## config.mk

```make
export PLATFORM = sky130hd
export DESIGN_NAME = irq_controller
export DESIGN_NICKNAME = d
export VERILOG_FILES = /design/src/rtl/irq_pkg.sv /design/src/rtl/irq_sync_edge.sv /design/src/rtl/irq_controller.sv
export SDC_FILE = /design/constraint.sdc
export NUM_CORES = 1
export LEC_CHECK = 0
export ABC_AREA = 1
export CAP_MARGIN = 20
export CORE_UTILIZATION = 40
export DETAILED_ROUTE_END_ITERATION = 16
export PLACE_DENSITY = 0.71
export SLEW_MARGIN = 0
export SYNTH_ARGS = -nofsm -noshare
export SYNTH_HDL_FRONTEND = slang
export SYNTH_SLANG_ARGS = --single-unit
```

## constraint.sdc

```tcl
create_clock -name clk -period 1.1 [get_ports clk]
set_clock_uncertainty 0.2 [all_clocks]
set_input_delay 0.165 -clock clk [delete_from_list [all_inputs] [get_ports clk]]
set_output_delay 0.165 -clock clk [all_outputs]
set_load 0.05 [all_outputs]
```

## src/rtl/irq_pkg.sv

```systemverilog
// irq_pkg: shared FSM state type and default sizing for the interrupt controller
package irq_pkg;
  typedef enum logic [1:0] {IDLE, REQ, SERVICE} state_t;
  localparam int NUM_IRQ_DEF = 4;
  localparam int SYNC_STAGES_DEF = 2;
  localparam int ID_W_DEF = $clog2(NUM_IRQ_DEF);
endpackage

```

## src/rtl/irq_sync_edge.sv

```systemverilog
// irq_sync_edge: synchronizer chain plus one-cycle rising-edge pulse for one request line
import irq_pkg::*;
module irq_sync_edge #(
  parameter int SYNC_STAGES = SYNC_STAGES_DEF
) (
  input  logic clk,
  input  logic rst,
  input  logic irq_i,
  output logic rise_o
);
  logic [SYNC_STAGES-1:0] sync_q;
  logic prev_q;
  // shift the async line through the chain and remember the last synchronized level
  always_ff @(posedge clk or posedge rst)
    if (rst) begin
      sync_q <= '0;
      prev_q <= 1'b0;
    end else begin
      sync_q <= {sync_q[SYNC_STAGES-2:0], irq_i};
      prev_q <= sync_q[SYNC_STAGES-1];
    end
  assign rise_o = sync_q[SYNC_STAGES-1] & ~prev_q;
endmodule

```

## src/rtl/irq_controller.sv

```systemverilog
// irq_controller: latches synchronized request edges and presents one prioritized interrupt at a time
import irq_pkg::*;
module irq_controller #(
  parameter int NUM_IRQ = NUM_IRQ_DEF,
  parameter int SYNC_STAGES = SYNC_STAGES_DEF
) (
  input  logic                       clk,
  input  logic                       rst,
  input  logic [NUM_IRQ-1:0]         irq_in,
  input  logic [NUM_IRQ-1:0]         irq_mask,
  input  logic                       int_ack,
  input  logic                       int_done,
  output logic                       int_sig,
  output logic [$clog2(NUM_IRQ)-1:0] int_id,
  output logic [NUM_IRQ-1:0]         pending,
  output logic                       busy
);
  localparam int IDW = $clog2(NUM_IRQ);
  state_t state_q;
  logic sig_q, busy_q;
  logic [IDW-1:0] id_q, win;
  logic [NUM_IRQ-1:0] rise, req, clr, pending_q, pending_d;
  for (genvar i = 0; i < NUM_IRQ; i++) begin : g_line
    irq_sync_edge #(.SYNC_STAGES(SYNC_STAGES)) u_sync (
      .clk(clk),
      .rst(rst),
      .irq_i(irq_in[i]),
      .rise_o(rise[i])
    );
  end
  assign req = pending_q & irq_mask;
  assign clr = (state_q == REQ && int_ack) ? NUM_IRQ'(1) << id_q : '0;
  // a fresh edge on the line being acked wins over the clear
  assign pending_d = (pending_q & ~clr) | rise;
  // fixed priority: lowest enabled pending index
  always_comb begin
    win = '0;
    for (int i = NUM_IRQ - 1; i >= 0; i--) win = req[i] ? IDW'(i) : win;
  end
  // pending event register
  always_ff @(posedge clk or posedge rst)
    if (rst) pending_q <= '0;
    else pending_q <= pending_d;
  // request handshake: raise, wait for ack, wait for return-from-interrupt
  always_ff @(posedge clk or posedge rst)
    if (rst) begin
      state_q <= IDLE;
      sig_q <= 1'b0;
      id_q <= '0;
      busy_q <= 1'b0;
    end else
      case (state_q)
        IDLE: if (|req) begin
          state_q <= REQ;
          sig_q <= 1'b1;
          id_q <= win;
          busy_q <= 1'b1;
        end
        REQ: if (int_ack) begin
          state_q <= SERVICE;
          sig_q <= 1'b0;
        end
        SERVICE: if (int_done) begin
          state_q <= IDLE;
          busy_q <= 1'b0;
        end
        default: state_q <= IDLE;
      endcase
  assign int_sig = sig_q;
  assign int_id = id_q;
  assign pending = pending_q;
  assign busy = busy_q;
endmodule

```

==> results of run 1 <==
routing by layer:
metal | GRT usage (%) | share of wire (%) | routed length (µm) | vias up
met1 | 21.03 | 44 | 882 | 319
met2 | 32.50 | 53 | 1072 | 17
met5 | 0 | 0 | 0 | -
met3 | 3.529 | 2.3 | 47 | 2
li1 | - | - | - | 332
met4 | 6.857 | 0.89 | 18 | 0
synthesized netlist by cell type:
cell | n | area (µm²)
a21oi_1 | 1 | 5.000
dfrtp_1 | 22 | 550.5
nand2_1 | 28 | 105.1
o31ai_1 | 1 | 7.510
nand3_1 | 1 | 5.000
o21ai_1 | 4 | 20.02
nand2_2 | 1 | 6.260
o21ai_0 | 3 | 15.01
inv_1 | 13 | 48.80
inv_2 | 1 | 3.750
nor2_4 | 1 | 11.26
o21ai_2 | 1 | 8.760
o21a_1 | 1 | 7.510
nor2_1 | 1 | 3.750
state kept, by name (all words and copies together) (netlist names):
| name | flops |
|---|---|
| int_id | 2 |
| g_line.u_sync.prev_q | 4 |
| busy | 1 |
| pending | 4 |
| int_sig | 1 |
| g_line.u_sync.sync_q | 8 |
| state_q | 2 |
path summary, 6_finish.rpt:
path | from | endpoint | slack (ns) | cells past startpoint
worst max-delay path | pending[1]$_DFF_PP0_ | pending[1] | -0.27 | 2
worst min-delay path | irq_in[3] | g_line[3].u_sync.sync_q[0]$_DFF_PP0_ | 0.09 | 1
worst max register to register | pending[0]$_DFF_PP0_ | int_id[0]$_DFFE_PP0P_ | -0.25 | 6
worst min register to register | g_line[0].u_sync.sync_q[0]$_DFF_PP0_ | g_line[0].u_sync.sync_q[1]$_DFF_PP0_ | 0.16 | 0
max in group asynchronous | rst | g_line[2].u_sync.sync_q[0]$_DFF_PP0_ | 0.01 | 4
min in group asynchronous | rst | pending[1]$_DFF_PP0_ | 0.54 | 4
area by class of cell:
class                   count  area (µm²)  area share (%)
flip-flops and latches     22       558.0           39.02
inverters                  14       52.55           3.675
well taps                  25       31.28           2.187
clock buffers               4       26.28           1.837
repair buffers             42       494.2           34.56
multi-input cells          43       267.8           18.72
cells by family (layout without fill, tap and decap cells):
logic type	count (synthesis)	after routing
simple gates	32	32
flops	22	22
buf+inv	14	60
compound gates	11	11
where the power goes:
group	internal (mW)	switching [mW]
Clock	0.142	0.230
Sequential	1.01	0.172
Combinational	1.15	1.16
Total	2.30	1.56
timing repair:
action	4_1_cts	5_1_grt
setup buffers	8	6
endpoints found under the setup margin	17	23
hold endpoints to repair	22	0
hold buffers	1	0
pin swaps	4	8
gates resized for setup	15	10
gates cloned	0	1
per-stage QoR:
step | hold WS, ns | cells
after global placement | 0.1334 | 130
after detailed placement | 0.1370 | 130
after CTS | 0.08371 | 143
after floorplan | -0.04612 | 79
after global routing | 0.06376 | 150
final | 0.08763 | 150
critical path: cells and delay by family, from the launching register on:
| kind | cells | cell delay, ns |
|---|---|---|
| buffers and inverters | 2 | 0.27 |
| flip-flops | 1 | 0.44 |
==> out/metrics.cfg, run 1 <==
[run_status]
outcome=finished with violations
violations=negative setup slack

[floorplanning]
dieArea_mm2=0.002178
dieWidth_um=46.67
die_h_um=46.67
start_util_pct=44.31
ios=20
row_count=15
core-area_mm2=0.001802

[drt]
vias=670
firstDrtPassIters=3
drtIter0Drc=13
post-route-drc-count=0
postRouteWirelength_mm=2.020
ant_nets=0
vias_per_cell=4.467
wire_per_inst_um=13.47

[cells_and_area]
final_util_pct=79.38
nets=138
mostFrequentLayoutCell=nand2_1
nFillCells=113
final_cell_mix=nand2_1 (20), dfrtp_1 (16), buf_4 (15)
syn_to_final_growth_pct=79.15
drive_gt1_share_pct=45.60
final_area_mm2=0.001430
n_antenna_cell=0

[timing]
setup_ws_ns=-0.2726
max_freq_ghz=0.7286
setup_tns_ns=-3.429
period_share_pct=124.8
max_slew_margin_pct=87.32
finalSetupViolCount=18
rsz0062_at_grt=true
hold_viol=0
layout_min_cycle_time_ns=1.373
tightest_slew_ns=0.1882
drv_slew=0

[clocking]
clk_path_buf_depth=2
tritoncts=built
clockRootBuffer=clkbuf_4
htreeDepth=1
cts.sinks=22
clk_pin_slew_ns=0.12
cts_buffers=3
clock_latency_ns=0.31

[grt]
grt_pass1_wl_mm=2.615
antenna_found_initial=0
grt_max_degree=23
grt_usage_pct=18.11
grt_pass1_vias=631
overflow=0

[job]
maxCapViolCount=0

[synthesis]
synth_xor_area_share_pct=0
avgSynthCellArea_um2=10.10
ys_ff_latch=22
synth_top_family_by_area=simple AND/OR/NAND/NOR gates
yosysSeqAreaShare_pct=68.97
synth_fa_ha_area_share_pct=0
netlist_instances=79
synth_mux_area_share_pct=0
yosysUniqueCellTypes=14
netlist_area_um2=798.3
synth-compound-area-share_pct=7.994
ys_warn_count=0
yosys.area_share.simple_pct=16.46
syn_nets=91

[worst_setup_path]
critical_path_required_ns=0.73
slowest_delay_ns=0.44
worst-setup-path-type=reg2out
crit_arrival_ns=1.01
end_kind=output pin
cp-start-kind=flip-flop
critPathMaxFanout=2
slowest_stage=dfrtp_2
cp_cell_sequence=buf_6, buf_12

[worst_hold_path]
hold_path_class=in2reg

[place]
place_area_mm2=0.001179
preCtsSetupSlack_ns=-0.3545
dp_hpwl_mm=1.124
placement.io_buffers=19
gp_congestion=0.8062

[power_and_ir_drop]
p_total_mw=3.858
ir_worst_vdd_mv=1.513
power_leakage_nw=0.6945
p_per_area_mw_per_mm2=2698

Note: power is estimated with default switching activity, not from simulation.
==> run 2: changes to the inputs <==
CAP_MARGIN = unset   (was 20)
==> results of run 2 <==
No change in the layout: final DEF, timing and power equal those of run 1.
==> run 3: changes to the inputs <==
CORE_MARGIN = 1.5   (was unset)
CTS_CLUSTER_DIAMETER = 30   (was unset)
==> run 3 against run 2 <==
The flow still finishes with violations (negative setup slack). Sequential share of layout area grew 0.053 points. Utilization up 0.069 points. Register-to-register slack gained 0.03 ns. Hold slack got worse by 0.00057 ns. Via count grew 3.3%. First-iteration DRC count shrank 54%. Total power grew 1.9%. Combinational power hardly changed.
==> out/metrics.cfg, run 3 (synthesis results as in run 1) <==
[run_status]
outcome=finished with violations
violations=negative setup slack

[grt]
overflow=0  ; unchanged
grt_pass1_vias=656  ; +4.0%
grt_max_degree=23  ; unchanged
grt_usage_pct=18.35  ; +0.24 points
antenna_found_initial=0  ; unchanged
grt_pass1_wl_mm=2.697  ; +3.1%

[drt]
post-route-drc-count=0  ; unchanged
ant_nets=0  ; unchanged
firstDrtPassIters=4  ; +1
drtIter0Drc=6  ; -7
vias=692  ; +3.3%
wire_per_inst_um=12.55  ; -6.8%
postRouteWirelength_mm=1.858  ; -8.0%
vias_per_cell=4.676  ; +4.7%

[power_and_ir_drop]
p_total_mw=3.930  ; +1.9%
clockPowerShare_pct=10.8  ; +1.2 points
power_leakage_nw=0.6910  ; -0.51%
combPwrFrac_pct=59.0  ; -0.7 points
p_int_mw=2.377  ; +3.4%
p_sw_mw=1.552  ; -0.34%
switching_share_pct=39.50  ; -0.88 points
p_per_area_mw_per_mm2=2745  ; +1.8%
ir_worst_vdd_mv=1.759  ; +16%
sequentialPowerShare_pct=30.2  ; -0.4 points

[worst_setup_path]
crit_arrival_ns=1.00  ; about the same
slowest_delay_ns=0.44  ; about the same
worst-setup-path-type=reg2out
cp-start-kind=flip-flop
cp_cell_sequence=buf_6, buf_12
end_kind=output pin
critPathTopFamily=flip-flops
critPathMaxFanout=2  ; unchanged
rr_worst_depth=6  ; unchanged
cp.depth=2  ; unchanged
critical_path_required_ns=0.73  ; about the same
slowest_stage=dfrtp_2
crit_buf_inv=2  ; unchanged

[worst_hold_path]
hold_path_class=in2reg
holdPathStages=1  ; unchanged

[place]
place_area_mm2=0.001179  ; unchanged
placed_cells_incl_taps=130  ; unchanged
preCtsSetupSlack_ns=-0.3483  ; +0.006195 ns
gp_congestion=0.8277  ; +2.7%
placement.io_buffers=19  ; unchanged
dp_hpwl_mm=1.087  ; -3.3%

[cells_and_area]
regMostFlops=g_line.u_sync.sync_q
layoutNonFillerInstCount=148  ; -1.3%
n_antenna_cell=0  ; unchanged
final_area_mm2=0.001431  ; about the same
final_cell_mix=nand2_1 (19), dfrtp_1 (15), buf_4 (13)
largest_reg_flops=8  ; unchanged
mostFrequentLayoutCell=nand2_1
syn_to_final_growth_pct=79.31  ; about the same
drive_gt1_share_pct=48.78  ; +3.2 points
nFillCells=112  ; -0.88%
nets=136  ; -1.4%

[timing]
tightest_slew_ns=0.1844  ; -0.003833 ns
hold_viol=0  ; unchanged
period_share_pct=124.3  ; -0.48 points
max_slew_margin_pct=87.60  ; +0.28 points
rsz0062_at_grt=true
max_freq_ghz=0.7313  ; +0.38%
hold_ws_ns=0.08706  ; -0.0005733 ns
finalSetupViolCount=17  ; -1
layout_min_cycle_time_ns=1.367  ; -0.005232 ns
drv_slew=0  ; unchanged
setup_ws_ns=-0.2673  ; +0.005232 ns

[floorplanning]
dieArea_mm2=0.002272  ; +4.3%
row_count=15  ; unchanged
start_util_pct=44.31  ; unchanged
dieWidth_um=47.67  ; +2.1%
core-area_mm2=0.001802  ; unchanged
die_h_um=47.67  ; +2.1%
ios=20  ; unchanged

[clocking]
cts.sinks=22  ; unchanged
tritoncts=built
clockRootBuffer=clkbuf_4
clock_latency_ns=0.30  ; about the same
clk_pin_slew_ns=0.12  ; about the same
cts_buffers=3  ; unchanged
htreeDepth=1  ; unchanged
clk_path_buf_depth=2  ; unchanged

[job]
maxCapViolCount=0  ; unchanged

## run 3: changes by cell type in the layout (fill, tap and decap cells not counted), sizes merged
cell | previous run | this run
buf | 29 | 28
clkdlybuf4s50 | 11 | 10
## run 3: through the flow
| step | util (%) | setup TNS (ns) |
|---|---|---|
| finish | 79.44 | -3.078 |
| global route | 79.44 | -3.862 |
| CTS | 75.83 | -3.018 |
| detailed placement | 65.42 | -2.877 |
| global placement | 65.42 | -2.694 |
| floorplan | - | -1.355 |
## run 3: timing repair
action	4_1_cts	5_1_grt
resized for setup	19	12
gates cloned	0	1
hold endpoints to repair	22	0
hold buffers	1	0
buffers inserted	9	4
pin swaps	4	4
setup endpoints to repair	17	40
## run 3: cell type report
cell class / count / area [µm²] / share of cell area [%]
Multi-Input combinational cell: 43 / 271.5 / 18.97
Sequential cell: 22 / 559.3 / 39.07
Inverter: 14 / 52.55 / 3.671
Timing Repair Buffer: 40 / 480.5 / 33.57
Clock buffer: 4 / 36.28 / 2.535
Tap cell: 25 / 31.28 / 2.185
## run 3: worst paths after layout
path / start / endpoint / slack [ns]
max reg2reg: state_q[1]$_DFFE_PP0P_ / pending[1]$_DFF_PP0_ / -0.22
min in group asynchronous: rst / state_q[0]$_DFFE_PP0P_ / 0.10
max: pending[3]$_DFF_PP0_ / pending[3] / -0.27
max in group asynchronous: rst / g_line[2].u_sync.sync_q[0]$_DFF_PP0_ / 0.46
min reg2reg: g_line[0].u_sync.sync_q[0]$_DFF_PP0_ / g_line[0].u_sync.sync_q[1]$_DFF_PP0_ / 0.16
min: irq_in[1] / g_line[1].u_sync.sync_q[0]$_DFF_PP0_ / 0.09
## run 3: power groups by stage
| stage | combinational (mW) | clock [mW] | sequential, mW |
|---|---|---|---|
| 2_1_floorplan | 0.435 | 0 | 1.59 |
| 3_3_place_gp | 1.70 | 0 | 1.19 |
| 3_5_place_dp | 1.73 | 0 | 1.20 |
| 4_1_cts | 2.12 | 0.443 | 1.16 |
| 5_1_grt | 2.44 | 0.465 | 1.21 |
| 6_report | 2.32 | 0.423 | 1.19 |
## run 3: routing by layer
layer	wire length [µm]	vias to the layer above	track usage [%]
met5	0	-	0
met2	969	22	33.78
met1	811	338	19.55
met4	12	0	11.89
li1	-	330	-
met3	65	2	2.264
## run 3: worst register-to-register path, delay by kind of cell (launching register included)
| family | cells | cell delay, ns |
|---|---|---|
| flip-flops | 1 | 0.40 |
| AND/OR/NAND/NOR | 4 | 0.33 |
| AO/OA/AOI/OAI | 1 | 0.17 |
| buffers and inverters | 1 | 0.10 |
